`src/rtl/countdown_timer_if.sv`:
```
// Control/status bundle for countdown_timer. The master drives the controls
// and observes the count; the timer core sits on the slave side.
interface countdown_timer_if #(
  parameter int N = 4,
  parameter int P = 8
);
  logic         load;
  logic [N-1:0] load_val;
  logic         start;
  logic         pause;
  logic         stop;
  logic         reload;
  logic [P-1:0] tick_div;
  logic [N-1:0] count;
  logic         busy;
  logic         expired;
  logic         at_zero;

  modport master (
    output load, load_val, start, pause, stop, reload, tick_div,
    input  count, busy, expired, at_zero
  );

  modport slave (
    input  load, load_val, start, pause, stop, reload, tick_div,
    output count, busy, expired, at_zero
  );
endinterface

```
`src/rtl/countdown_timer.sv`:
```
// Loadable down-counter with run/pause/stop control, auto-reload and a
// one-cycle expiry pulse. Optional prescaler built when COUNTDOWN_PRESCALE_EN is defined.
module countdown_timer #(
  parameter int N = 4,
  parameter int P = 8
) (
  input  logic             clk,
  input  logic             nrst,
  countdown_timer_if.slave bus,
  output logic [1:0]       dbg_state_o
);

  typedef enum logic [1:0] {
    S_IDLE   = 2'd0,
    S_RUN    = 2'd1,
    S_PAUSED = 2'd2,
    S_DONE   = 2'd3
  } state_t;

  state_t       state_q, state_d;
  logic [N-1:0] count_q, count_d;
  logic [N-1:0] reload_q, reload_d;
  logic         busy_q, busy_d;
  logic         expired_q, expired_d;

  logic         step_w;
  logic         presc_clr;
  logic         presc_adv;

  // Handshake: there is none; every control is a level sampled on each rising
  // edge with priority load > stop > pause > start, and all outputs except
  // at_zero are registered one cycle after the edge that sampled the control.

`ifdef COUNTDOWN_PRESCALE_EN
  logic [P-1:0] presc_q, presc_d;

  // ">=" rather than "==" so a tick_div lowered mid-run still yields a step.
  assign step_w = (presc_q >= bus.tick_div);

  always_comb begin
    presc_d = presc_q;
    if (presc_clr) begin
      presc_d = '0;
    end else if (presc_adv && (presc_q != {P{1'b1}})) begin
      presc_d = presc_q + P'(1);
    end
  end

  always_ff @(posedge clk or negedge nrst) begin
    if (!nrst) begin
      presc_q <= '0;
    end else begin
      presc_q <= presc_d;
    end
  end
`else
  logic unused_tick_div;

  assign step_w          = 1'b1;
  assign unused_tick_div = ^{bus.tick_div, presc_clr, presc_adv};
`endif

  always_comb begin
    state_d   = state_q;
    count_d   = count_q;
    reload_d  = reload_q;
    expired_d = 1'b0;
    presc_clr = 1'b0;
    presc_adv = 1'b0;

    if (bus.load) begin
      count_d   = bus.load_val;
      reload_d  = bus.load_val;
      presc_clr = 1'b1;
      state_d   = S_IDLE;
    end else begin
      unique case (state_q)
        S_IDLE: begin
          // stop and pause outrank start, so either one suppresses a start.
          if (bus.start && !bus.stop && !bus.pause && (count_q != '0)) begin
            state_d   = S_RUN;
            presc_clr = 1'b1;
          end
        end

        S_RUN: begin
          if (bus.stop) begin
            state_d   = S_IDLE;
            presc_clr = 1'b1;
          end else if (bus.pause) begin
            state_d = S_PAUSED;
          end else if (step_w) begin
            presc_clr = 1'b1;
            if (count_q > N'(1)) begin
              count_d = count_q - N'(1);
            end else begin
              expired_d = 1'b1;
              if (bus.reload && (reload_q != '0)) begin
                count_d = reload_q;
              end else begin
                count_d = '0;
                state_d = S_DONE;
              end
            end
          end else begin
            presc_adv = 1'b1;
          end
        end

        S_PAUSED: begin
          if (bus.stop) begin
            state_d   = S_IDLE;
            presc_clr = 1'b1;
          end else if (bus.start && !bus.pause) begin
            state_d = S_RUN;
          end
        end

        S_DONE: begin
          state_d = S_DONE;
        end

        default: begin
          state_d = S_IDLE;
        end
      endcase
    end

    busy_d = (state_d == S_RUN) || (state_d == S_PAUSED);
  end

  always_ff @(posedge clk or negedge nrst) begin
    if (!nrst) begin
      state_q   <= S_IDLE;
      count_q   <= '0;
      reload_q  <= '0;
      busy_q    <= 1'b0;
      expired_q <= 1'b0;
    end else begin
      state_q   <= state_d;
      count_q   <= count_d;
      reload_q  <= reload_d;
      busy_q    <= busy_d;
      expired_q <= expired_d;
    end
  end

  assign bus.count   = count_q;
  assign bus.busy    = busy_q;
  assign bus.expired = expired_q;
  assign bus.at_zero = (count_q == '0);
  assign dbg_state_o = state_q;

`ifndef SYNTHESIS
  a_busy_matches_state: assert property (@(posedge clk) disable iff (!nrst)
    busy_q == ((state_q == S_RUN) || (state_q == S_PAUSED)));

  a_done_is_zero: assert property (@(posedge clk) disable iff (!nrst)
    (state_q == S_DONE) |-> (count_q == '0));
`endif

endmodule

```
`src/flat_wrapper.sv`:
```
// flat-port wrapper written by rule: the top's interface ports become plain ports
module countdown_timer_flat 
#(
  parameter int N = 4,
  parameter int P = 8
)
  (clk, nrst, dbg_state_o, bus_load, bus_load_val, bus_start, bus_pause, bus_stop, bus_reload, bus_tick_div, bus_count, bus_busy, bus_expired, bus_at_zero);
  countdown_timer_if #(.N(N), .P(P)) bus_i ();
  input  logic clk;
  input  logic nrst;
  output logic [1:0] dbg_state_o;
  input wire logic [$bits(bus_i.load)-1:0] bus_load;
  input wire logic [$bits(bus_i.load_val)-1:0] bus_load_val;
  input wire logic [$bits(bus_i.start)-1:0] bus_start;
  input wire logic [$bits(bus_i.pause)-1:0] bus_pause;
  input wire logic [$bits(bus_i.stop)-1:0] bus_stop;
  input wire logic [$bits(bus_i.reload)-1:0] bus_reload;
  input wire logic [$bits(bus_i.tick_div)-1:0] bus_tick_div;
  output wire logic [$bits(bus_i.count)-1:0] bus_count;
  output wire logic [$bits(bus_i.busy)-1:0] bus_busy;
  output wire logic [$bits(bus_i.expired)-1:0] bus_expired;
  output wire logic [$bits(bus_i.at_zero)-1:0] bus_at_zero;
  assign bus_i.load = bus_load;
  assign bus_i.load_val = bus_load_val;
  assign bus_i.start = bus_start;
  assign bus_i.pause = bus_pause;
  assign bus_i.stop = bus_stop;
  assign bus_i.reload = bus_reload;
  assign bus_i.tick_div = bus_tick_div;
  assign bus_count = bus_i.count;
  assign bus_busy = bus_i.busy;
  assign bus_expired = bus_i.expired;
  assign bus_at_zero = bus_i.at_zero;
  countdown_timer #(.N(N), .P(P)) u_core (.clk(clk), .nrst(nrst), .bus(bus_i), .dbg_state_o(dbg_state_o));
endmodule
```
`config.mk`:
```
export PLATFORM = sky130hd
export DESIGN_NAME = countdown_timer_flat
export DESIGN_NICKNAME = d
export VERILOG_FILES = /design/src/rtl/countdown_timer_if.sv /design/src/rtl/countdown_timer.sv /design/src/flat_wrapper.sv
export SDC_FILE = /design/constraint.sdc
export NUM_CORES = 1
export LEC_CHECK = 0
export ABC_AREA = 1
export BUFFER_PORTS_ARGS = -buffer_cell sky130_fd_sc_hd__buf_2
export CAP_MARGIN = 20
export CORE_UTILIZATION = 50
export CTS_BUF_LIST = sky130_fd_sc_hd__clkbuf_8
export DETAILED_ROUTE_END_ITERATION = 10
export PLACE_DENSITY = 0.8
export SYNTH_ARGS = -nofsm -noshare
export SYNTH_HDL_FRONTEND = slang
export SYNTH_SLANG_ARGS = --single-unit
export TNS_END_PERCENT = 20
```
`constraint.sdc`:
```
create_clock -name clk -period 1.8 [get_ports clk]
set_clock_uncertainty 0.2 [all_clocks]
set_input_delay 0.09 -clock clk [delete_from_list [all_inputs] [get_ports clk]]
set_output_delay 0.09 -clock clk [all_outputs]
set_load 0.05 [all_outputs]
```
==> results of run 1 <==
-- worst paths after layout --
path	cells after the start	start	end	slack, ns
min in group asynchronous	2	nrst	u_core.reload_q[0]	0.08
max in group asynchronous	2	nrst	u_core.bus.count[0]	1.09
hold / removal	5	bus_pause	u_core.dbg_state_o[1]	0.03
hold reg to reg	2	u_core.reload_q[1]	u_core.reload_q[1]	0.32
setup reg to reg	4	u_core.dbg_state_o[1]	u_core.bus.expired	0.16
setup / recovery	6	bus_stop	u_core.bus.expired	0.08
-- layout make-up --
cell class | count | area [um2]
multi-input cells | 81 | 395
fillers | 103 | 323
flip-flops and latches | 12 | 302
repair buffers | 31 | 215
inverters | 19 | 71.3
clock buffers | 3 | 41.3
well taps | 15 | 18.8
-- critical path: stages --
cell                            delay [ns]
sky130_fd_sc_hd__dlygate4sd3_1        0.53
sky130_fd_sc_hd__buf_2                0.13
sky130_fd_sc_hd__nor2_2               0.11
sky130_fd_sc_hd__nand2_1              0.10
sky130_fd_sc_hd__dlygate4sd3_1        0.58
sky130_fd_sc_hd__nor3_2               0.13
-- metal layers --
layer  vias up  GRT usage (%)  wire length [um]
met5         -              0                 0
met1       334           34.0               832
met2        33           37.1               797
met3         8           5.43               107
met4         0           12.1                52
li1        409              -                 -
-- placed cells by master, fill, tap and decap left out, drive strengths merged, types with 3 or more instances in the layout --
cell	Yosys	final
nor2	15	15
clkbuf	0	3
buf	1	19
dfrtp	12	12
a21oi	3	3
ha	3	3
nand3	6	6
dlygate4sd3	0	12
nand2	45	45
o21ai	5	5
inv	19	19
-- kinds of logic after synthesis --
group | share of synthesized area, %
buffers and inverters | 10.7
xor gates and xnor gates | 1.14
adders and majority gates | 4.89
AOI/OAI and AO/OA | 7.98
and+or+nand+nor | 36.2
DFF | 39.1
-- power by group through the flow --
stage                     sequential (W)  clock (W)  combinational (W)
after detailed placement        0.000333          0           0.000280
after CTS                       0.000329   0.000247           0.000301
final                           0.000330   0.000244           0.000303
after floorplan                 0.000394          0           0.000150
after global routing            0.000334   0.000257           0.000342
after global placement          0.000332          0           0.000277
-- per-stage QoR --
step / utilization (%) / setup slack [ns] / std cells
2_1_floorplan: - / 0.000942 / 113
3_3_place_gp: 63.9 / 0.206 / 146
3_5_place_dp: 63.9 / 0.155 / 146
4_1_cts: 75.7 / 0.0642 / 161
5_1_grt: 76.4 / 0.0163 / 161
6_report: 76.4 / 0.0827 / 161
-- what timing repair did --
item | in CTS | in global routing
setup endpoints to repair | 0 | 1
endpoints found under the hold margin | 19 | 0
gates resized for setup | 0 | 3
hold buffers | 12 | 0
-- state kept, by name (all words and copies together) (netlist names) --
name / count
u_core.bus.expired: 1
u_core.bus.count: 4
u_core.reload_q: 4
u_core.dbg_state_o: 2
u_core.bus.busy: 1
==> results list, run 1 <==
- The flow ran to the end, and the final reports show no timing, DRC or antenna violations.
* Max-slew violations: 0
- IO Pins: 28
- Clock latency on the worst-skew pair: 0.24 ns
- Number of unique standard cell types used by synthesis: 19
* Post-synthesis to final-layout area growth: 35.8%
- Critical path startpoint category: input port
- Crit path max fanout: 2
- The cell sitting at the root of the clock tree is a sky130_fd_sc_hd__clkbuf_8.
- After detailed routing, the average wire length per cell comes to 11.1 um.
- Combinational cells account for 34.6% of the total power.
* Final nets: 170
- The cell area that synthesis handed to floorplanning was slightly below 800 um2.
- Antenna violations before repair: 0
* Global-route wire length before repair: 2670 um
- Commonest register cell after synthesis: sky130_fd_sc_hd__dfrtp_1
* IO Port Bufs: 19
* Switching fraction of total power: 37.9%
- The final critical path takes up 95.4% of the cycle.
- Slew margin rel.: between 80% and 90%
- The clock network accounts for 27.8% of the total power.
- In this run the deepest clock path goes through 2 buffers.
* Proportion of register bits with asynchronous set or reset after synthesis: 100%
- The worst setup path is captured at a flip-flop.
- Routability-driven placement finished with a final weighted congestion of about 0.85.
- Sorting the synthesized cells by how often they occur yields sky130_fd_sc_hd__nand2_1, sky130_fd_sc_hd__inv_1, sky130_fd_sc_hd__nor2_1.
- The routed layout has slightly below 800 vias.
* RSZ-0062 raised after global routing: no
* Number of standard cells after synthesis: 113
* Count of state elements after synthesis: 12
- Final ANT Viol Nets: 0
- Endpoints failing setup: 0
* Worst slew pin tran: 0.271 ns
* Total internal power: 0.000545 W
- Type of the worst setup path: in -> reg
* Total congestion overflow: 0
- After detailed routing, the total wire length is 1790 um.
* Cell accounting for the most synthesized area: sky130_fd_sc_hd__dfrtp_1
- Min Clock Period, post-route: 1.72 ns
* Synthesized area divided by synthesized cell count: roughly 7 um2
- Clock-pin slew was measured on the worst setup and hold paths at approximately 0.05 ns.
- The core region is 1370 um2.
- Sequential cells were found to cover 39.1% of the synthesized design area.
* Number of vias per cell after detailed routing: 4.87
- Number of global-route vias before repair: 623
* Sum Neg Setup Slack: 0 ns
- Arrival time of data at the critical path endpoint: 1.67 ns
- Sequential share of power: 37.6%
* Pre-Repair DR Iteration Count: 4
- sky130_fd_sc_hd__nand2_1 is the most common cell in the netlist.
- Clock sink count: 12
- Share of the synthesized area in the top cell type: 39.1%
* Number of violations reported at the end of detailed-routing iteration 0: 41
- Number of nets produced by synthesis: about 140
* Critical Path RT: 1.75 ns
- Count of maximum capacitance violations: 0
* Worst hold margin: 0.0347 ns
* CTS tree: built
- Timing would allow up to 582 MHz.
- Detailed placement finished with a half-perimeter wire length of 1190 um.
* Synth warn: 0
- Area of the die: 1700 um2
- Counting flops with a built-in enable in the synthesized netlist gives 0.
* TritonCTS buffer count: 3
* Maximum number of pins on one net before global-route repair: 14
- Power consumption: 0.000877 W
* P_sw: ~0.00033 W
- In this run the static leakage power is roughly 0.58 nW.
- Total number of placement rows: 13
- Hold crit path type: in -> reg
- GRT Util Overall: 25.0%
- Post-CTS setup buffer count: 0
- After detailed placement, the total cell area comes to 873 um2.
- Max VDD drop: 0.577 mV
* Vertical extent of the die: 41.2 um
* Cell area after layout: 1040 um2
- Total power divided by cell area: approximately 840 nW/um2
- Inserted Diodes: 0
- Proportion of layout cells with a drive suffix above 1: 26.7%
* DR DRC count: 0
- Initial standard-cell utilization of the core: 56.2%
* Final hold violation count: 0
- CTS built an H-tree with a depth of 1.
- X dimension of the die: 41.2 um
* Area contributors post-synth: sky130_fd_sc_hd__dfrtp_1, sky130_fd_sc_hd__nand2_1, sky130_fd_sc_hd__inv_1
Power figures use the tool's default switching activity.
==> run 2, diff against run 1 <==
- BUFFER_PORTS_ARGS: -buffer_cell sky130_fd_sc_hd__buf_2 -> -buffer_cell sky130_fd_sc_hd__buf_4
==> run 2 against run 1 <==
  * Register-to-register slack worse by 0.02 ns
  * Sequential share of layout area is 0.36 points lower
  * Critical path depth grew 3
  * Final area rose by 0.84%
  * Non-clock buffer count is 3 lower
  * Combinational power up 6%
  * Core utilization is 0.64 points higher
  * Count of clock-buffer cells in the layout unchanged
  * Global-route usage increased by 0.65 points
  * Highest routed layer unchanged
==> results list, run 2 (synthesis gave the netlist of run 1 again) <==
- IO Pins: 28 (unchanged)
- The slew at the pin with the worst max-slew slack came to 0.220 ns (-0.0516 ns).
- Gate family responsible for the most delay along the worst path: simple AND/OR/NAND/NOR gates
* Buf/Inv on CP: 1 (-2)
- The insertion delay to the later sink of the worst-skew pair was 0.24 ns (about the same).
- GR Util met1: 31.9% (-2.1 points)
* Global-route wire length before repair: 2720 um (+1.8%)
* Most frequent cells in the layout: sky130_fd_sc_hd__nand2_1, sky130_fd_sc_hd__buf_4, sky130_fd_sc_hd__inv_1, sky130_fd_sc_hd__nor2_1, sky130_fd_sc_hd__dfrtp_1
* Maximum number of pins on one net before global-route repair: 14 (unchanged)
- The critical path arrival came to 1.59 ns (-0.08 ns).
- The global-route total usage across every layer was 25.6% (+0.65 points).
- The initial core utilization is 56.2% (unchanged).
* Busiest grt layer: met2
- Endpoints failing setup: 0 (unchanged)
- The final-stage net count was 167 (-1.8%).
- The total die area was 1700 um2 (unchanged).
* Count of placed standard cells in the final layout, fillers left out: 158 (-1.9%)
- Total power divided by cell area: 851 nW/um2 (+1.3%)
- The number of detailed-route iterations in the first pass came to 4 (unchanged).
- The combinational cell fraction of total power was 35.8% (+1.2 points).
- Clock sink count: 12 (unchanged)
- The required time of the critical path is 1.73 ns (-0.02 ns).
- The number of antenna repair diodes came to 0 (unchanged).
* Type of the worst setup path: reg -> reg
- Crit path max fanout: 6 (+4)
- Min Clock Period, post-route: 1.66 ns (-0.0615 ns)
- Switching fraction of total power: 37.5% (-0.35 points)
- Number of vias per cell after detailed routing: 4.96 (+1.8%)
* Count of maximum capacitance violations: 0 (unchanged)
- The worst setup path is launched from a flip-flop.
- The row count came to 13 (unchanged).
- Proportion of layout cells with a drive suffix above 1: 25.2% (-1.5 points)
- The critical path goes through inv_1 > ha_1 > nor2_1 > nor2_2 > nand2_1 > nand2_1 > nand2_1 > nand2_1 > nand2_1.
* DR DRC count: 0 (unchanged)
* Total internal power: 0.000560 W (+2.7%)
* Slew margin rel.: 85.3% (+3.4 points)
- The placer congestion estimate is 0.852 (about the same).
* CTS tree: built
- Clock transition time at the flip-flop clock pins of the worst setup and hold paths: 0.05 ns (about the same)
- The count of buffers inserted at the top-level ports came to 19 (unchanged).
- Number of violations reported at the end of detailed-routing iteration 0: 25 (-39%)
* Placed Cells: 146 (unchanged)
- Post-DP HPWL: 1270 um (+6.9%)
- Placeable core region: 1370 um2 (unchanged)
- M3 GR Usage: 4.89% (-0.54 points)
- The average detailed-routed wire length per instance came to 11.5 um (+3.2%).
* P_sw: 0.000336 W (+1.2%)
* X dimension of the die: 41.2 um (unchanged)
- The H-tree level count came to 1 (unchanged).
- The total wire length after detailed routing is 1810 um (+1.2%).
* Result of the run: finished clean
- Post-CTS setup buffer count: 0 (unchanged)
* Number of global-route vias before repair: 679 (+9.0%)
* RSZ-0062 raised after global routing: no
* Final ANT Viol Nets: 0 (unchanged)
* Critical Path Sink Type: flip-flop
- Among the stages of the critical path, the cell type that occurs most often is sky130_fd_sc_hd__nand2_1.
* Number of vias in the routed layout: 783 (-0.13%)
* Hold crit path type: in -> async
* Total of cells resized after clock tree synthesis: 0 (unchanged)
* Final Cycle Share: 92.0% (-3.4 points)
- Vertical extent of the die: 41.2 um (unchanged)
* Clock share of power: 27.5% (-0.3 points)
- Global routing usage on met2: 42.2% (+5.1 points)
- The total overflow reported by the global router came to 0 (unchanged).
- The number of antenna violations at the first check in global routing was 0 (unchanged).
- The maximum clock frequency is 604 MHz (+3.7%).
* Post-synthesis to final-layout area growth: 37.0%
* Slowest stage cell, crit path: sky130_fd_sc_hd__dfrtp_1
* Most common library cell in the layout ignoring fill and taps: sky130_fd_sc_hd__nand2_1
* Max-slew violations: 0 (unchanged)
- The count of endpoints failing hold in the final timing report came to 0 (unchanged).
* Sequential share of power: 36.7% (-0.9 points)
- TritonCTS buffer count: 3 (unchanged)
- The final setup TNS was 0 ns (unchanged).
* Largest buffer count on any clock path: 2 (unchanged)
- The leakage power is 0.589 nW (+1.2%).
- Critical Path Max Stage Delay: 0.43 ns (-0.15 ns)
- The largest vdd supply drop is 0.547 mV (-5.2%).
- Clock tree root driver cell: sky130_fd_sc_hd__clkbuf_8
## run 2: worst reg2reg max path, cell delays in order, from the launching register on
cell and delay [ns]:
sky130_fd_sc_hd__dfrtp_1 0.43, sky130_fd_sc_hd__inv_1 0.11, sky130_fd_sc_hd__ha_1 0.21, sky130_fd_sc_hd__nor2_1 0.08, sky130_fd_sc_hd__nor2_2 0.18, sky130_fd_sc_hd__nand2_1 0.08, sky130_fd_sc_hd__nand2_1 0.08, sky130_fd_sc_hd__nand2_1 0.06
sky130_fd_sc_hd__nand2_1 0.06, sky130_fd_sc_hd__nand2_1 0.05
## run 2: timing repair
item / 4_1_cts / 5_1_grt
endpoints found under the hold margin: 20 / 0
hold buffers: 9 / 0
setup endpoints to repair: 0 / 0
## run 2: final timing paths
check / from / slack, ns / endpoint / cells after the start
min: nrst / 0.04 / u_core.reload_q[3] / 2
max in group asynchronous: nrst / 1.20 / u_core.dbg_state_o[0] / 2
max reg2reg: u_core.bus.count[0] / 0.14 / u_core.bus.busy / 9
min reg2reg: u_core.reload_q[3] / 0.31 / u_core.reload_q[3] / 2
min in group clk: bus_reload / 0.07 / u_core.bus.count[3] / 5
max: u_core.bus.count[0] / 0.14 / u_core.bus.busy / 9
## run 2: power groups by stage
stage | combinational (W) | sequential, W | clock [W]
finish | 0.000321 | 0.000329 | 0.000246
global route | 0.000357 | 0.000333 | 0.000259
CTS | 0.000320 | 0.000329 | 0.000253
detailed placement | 0.000303 | 0.000334 | 0
global placement | 0.000295 | 0.000333 | 0
floorplan | 0.000150 | 0.000394 | 0
## run 2: area by class of cell
| type | instances | area [um2] |
|---|---|---|
| Multi-Input combinational cell | 81 | 388 |
| Fill cell | 111 | 314 |
| Timing Repair Buffer | 28 | 233 |
| Tap cell | 15 | 18.8 |
| Inverter | 19 | 71.3 |
| Clock buffer | 3 | 41.3 |
| Sequential cell | 12 | 300 |
## run 2: layer usage
metal / up-vias / part of all wire, %
met5: - / 0
met4: 0 / 1.4
met3: 4 / 4.1
met2: 22 / 48
met1: 353 / 46
li1: 404 / -
## run 2: through the flow
step	hold slack (ns)	util, %	total power (W)	setup slack (ns)	instance area, um2
final	0.0383	77.0	0.000896	0.144	1050
after global routing	0.0614	77.0	0.000949	0.00489	1050
after CTS	0.0366	77.0	0.000902	0.152	1050
after detailed placement	-0.259	67.4	0.000636	0.160	921
after global placement	-0.264	67.4	0.000628	0.204	921
after floorplan	-0.406	-	0.000544	0.000942	771
==> run 3, diff against run 2 <==
--- a/config.mk
+++ b/config.mk
@@ -9,8 +9,9 @@
 export BUFFER_PORTS_ARGS = -buffer_cell sky130_fd_sc_hd__buf_4
 export CAP_MARGIN = 20
-export CORE_UTILIZATION = 50
+export CORE_MARGIN = 2
+export CORE_UTILIZATION = 40
 export CTS_BUF_LIST = sky130_fd_sc_hd__clkbuf_8
 export DETAILED_ROUTE_END_ITERATION = 10
-export PLACE_DENSITY = 0.8
+export PLACE_DENSITY = 0.66
 export SYNTH_ARGS = -nofsm -noshare
 export SYNTH_HDL_FRONTEND = slang
==> constraint.sdc (replaced) <==
create_clock -name clk -period 1.8 [get_ports clk]
set_clock_uncertainty 0.2 [all_clocks]
set_input_delay 0.09 -clock clk [delete_from_list [all_inputs] [get_ports clk]]
set_output_delay 0.09 -clock clk [all_outputs]
set_load 0.01 [all_outputs]
==> run 3 against run 2 <==
  * Clock power shrank 2%
  * Worst hold slack lost 0.036 ns
  * Combinational power is 22% lower
  * Global-route usage decreased by 7.3 points
  * Sequential power about the same
  * Register-to-register slack barely moved
  * Non-clock buffer count did not move
  * Fmax is 5.6% lower
  * Final area grew 1.5%
  * Critical endpoint is now u_core.bus.expired
  * Largest cell class unchanged
==> results list, run 3 (synthesis gave the netlist of run 1 again) <==
* Result of the run: finished clean
- The max-slew violation count came to 0 (unchanged).
- PnR worst setup slack: 0.0456 ns (-0.0986 ns)
- The peak fanout along the critical path is 2 (-4).
- DR DRC count: 0 (unchanged)
- Clock share of power: 29.5% (+2.0 points)
* Final hold violation count: 0 (unchanged)
- The horizontal extent of the die came to 47.8 um (+16%).
- Total number of placement rows: 15 (+2)
- The placement-stage cell area is 931 um2 (+1.1%).
- Number of vias in the routed layout: 754 (-3.7%)
* Final nets: 167 (unchanged)
* Maximum number of pins on one net before global-route repair: 14 (unchanged)
* Most common library cell in the layout ignoring fill and taps: sky130_fd_sc_hd__nand2_1
- Slew margin rel.: 84.4% (-0.89 points)
* Critical path's most frequent cell: sky130_fd_sc_hd__dlygate4sd3_1
- The required time of the critical path was 1.76 ns (+0.03 ns).
* Total power divided by cell area: 768 nW/um2 (-9.8%)
* IO Port Bufs: 19 (unchanged)
* Critical path startpoint category: input port
- WL per Instance: 10.4 um (-9.2%)
* Buf/Inv on CP: 3 (+2)
- The number of antenna repair diodes is 0 (unchanged).
- The top-level port count was 28 (unchanged).
* Gate family responsible for the most delay along the worst path: buffers and inverters
- The worst hold path belongs to the class in -> reg.
- The slew at the pin with the worst max-slew slack is 0.233 ns (+0.0133 ns).
- GRT Util Overall: 18.3% (-7.3 points)
- The insertion delay to the later sink of the worst-skew pair is 0.24 ns (about the same).
* WL final: 1750 um (-3.5%)
- Combinational share of power: 30.4% (-5.4 points)
* Largest buffer count on any clock path: 2 (unchanged)
* Slowest stage cell, crit path: sky130_fd_sc_hd__dlygate4sd3_1
- Number of vias per cell after detailed routing: 4.49 (-9.4%)
* Leakage component of the power: 0.586 nW (-0.53%)
- Area occupied by multi-input gates: 390 um2 (+0.65%)
* Count of maximum capacitance violations: 0 (unchanged)
- Sequential cell area in the final layout: 302 um2 (+0.42%)
- Proportion of layout cells with a drive suffix above 1: 25.9% (+0.70 points)
* Startpoint of the lowest-slack hold path: bus_pause
* Switching fraction of total power: 32.2% (-5.3 points)
* Clock sink count: 12 (unchanged)
- Compared with the post-synthesis result, the final layout area differs by 39.1%.
* Arrival time of data at the critical path endpoint: 1.71 ns (+0.12 ns)
- Critical Path Start: bus_stop
- The H-tree level count is 1 (unchanged).
- The design internal power is 0.000556 W (-0.66%).
* CTS tree: built
- In the layout the commonest cells are sky130_fd_sc_hd__nand2_1, sky130_fd_sc_hd__buf_4, sky130_fd_sc_hd__inv_1, sky130_fd_sc_hd__nor2_1, sky130_fd_sc_hd__dfrtp_1.
- The half-perimeter wire length after detailed placement came to 1270 um (-0.41%).
- The number of global-route vias before repair came to 687 (+1.2%).
* Clock transition time at the flip-flop clock pins of the worst setup and hold paths: 0.05 ns (about the same)
- Initial standard-cell utilization of the core: 43.5% (-13 points)
* Number of fill cells in the layout: 179 (+61%)
- Critical Path Max Stage Delay: 0.60 ns (+0.17 ns)
- Max VDD drop: 0.409 mV (-25%)
- In this run the clock root is driven by a sky130_fd_sc_hd__clkbuf_8.
- The global-route wire length before repair was 2910 um (+7.1%).
- The number of routed nets with antenna violations was 0 (unchanged).
* Placeable core region: 1760 um2 (+29%)
- The signal on the critical path passes through dlygate4sd3_1 > buf_4 > nor2_1 > nand2_1 > dlygate4sd3_1 > nor3_2.
- Pre-Repair DR Iteration Count: 4 (unchanged)
- The total overflow reported by the global router is 0 (unchanged).
- Post-place setup slack: 0.153 ns (-0.00702 ns)
* Final weighted congestion in routability-driven placement: 0.795 (-6.7%)
- Cell area after layout: 1070 um2 (+1.5%)
* Max Clock Freq: 570 MHz (-5.6%)
* Critical Path Sink Type: flip-flop
- Launch instance of the worst register-to-register path: u_core.dbg_state_o[1]
- The number of antenna violations at the first check in global routing was 0 (unchanged).
- Worst hold margin: 0.00220 ns (-0.0361 ns)
* Post-CTS setup buffer count: 0 (unchanged)
* Area of the die: 2290 um2 (+35%)
- P_sw: 0.000265 W (-21%)
- The CTS buffer count came to 3 (unchanged).
* Vertical extent of the die: 47.8 um (+16%)
* Number of violations reported at the end of detailed-routing iteration 0: 21 (-16%)
- Final Cycle Share: 97.5% (+5.5 points)
- Min Clock Period, post-route: 1.75 ns (+0.0986 ns)
- The count of endpoints failing setup in the final report was 0 (unchanged).
- The power share of the sequential group came to 40.1% (+3.4 points).
- Type of the worst setup path: in -> reg
run 3: area by class of cell:
class / instances / area share, %
Inverter: 19 / 6.67
Sequential cell: 12 / 28.2
Tap cell: 25 / 2.93
Multi-Input combinational cell: 81 / 36.5
Timing Repair Buffer: 28 / 21.8
Clock buffer: 3 / 3.86
run 3: worst paths after layout:
path,endpoint,slack [ns],depth (start not counted)
setup / recovery,u_core.bus.expired,0.05,6
hold / removal,u_core.dbg_state_o[1],0.002,5
setup reg to reg,u_core.bus.expired,0.15,4
hold reg to reg,u_core.reload_q[1],0.31,2
max in group asynchronous,u_core.bus.count[0],1.20,2
min in group asynchronous,u_core.reload_q[1],0.03,2
run 3: power by group through the flow:
stage	combinational [W]	clock, W	sequential, W
finish	0.000250	0.000242	0.000329
global route	0.000285	0.000262	0.000334
CTS	0.000250	0.000248	0.000329
detailed placement	0.000234	0	0.000334
global placement	0.000230	0	0.000332
floorplan	0.000142	0	0.000337
run 3: metal layers:
metal	wire length, um	up-vias	share of wire (%)	track usage, %
met5	0	-	0	0
met4	34	0	1.9	6.49
met3	57	5	3.3	3.40
met2	828	14	47	27.2
met1	827	334	47	26.6
li1	-	401	-	-
run 3: tightest hold or removal path, cell delays in order:
cell                      delay (ns)
sky130_fd_sc_hd__buf_4          0.09
sky130_fd_sc_hd__nor2_1         0.04
sky130_fd_sc_hd__nand2_1        0.07
sky130_fd_sc_hd__nand2_1        0.07
sky130_fd_sc_hd__inv_1          0.05
run 3: metrics by stage:
stage | total power (W) | setup TNS (ns) | cells | utilization, %
floorplan | 0.000478 | 0 | 113 | -
finish | 0.000821 | 0 | 168 | 60.6
global placement | 0.000563 | 0 | 156 | 52.8
detailed placement | 0.000567 | 0 | 156 | 52.8
global route | 0.000881 | -0.00238 | 168 | 60.6
CTS | 0.000827 | 0 | 168 | 60.2
run 3: timing repair:
| action | 4_1_cts | 5_1_grt |
|---|---|---|
| endpoints found under the hold margin | 19 | 0 |
| hold buffers | 9 | 0 |
| resized for setup | 0 | 2 |
| setup endpoints to repair | 0 | 3 |
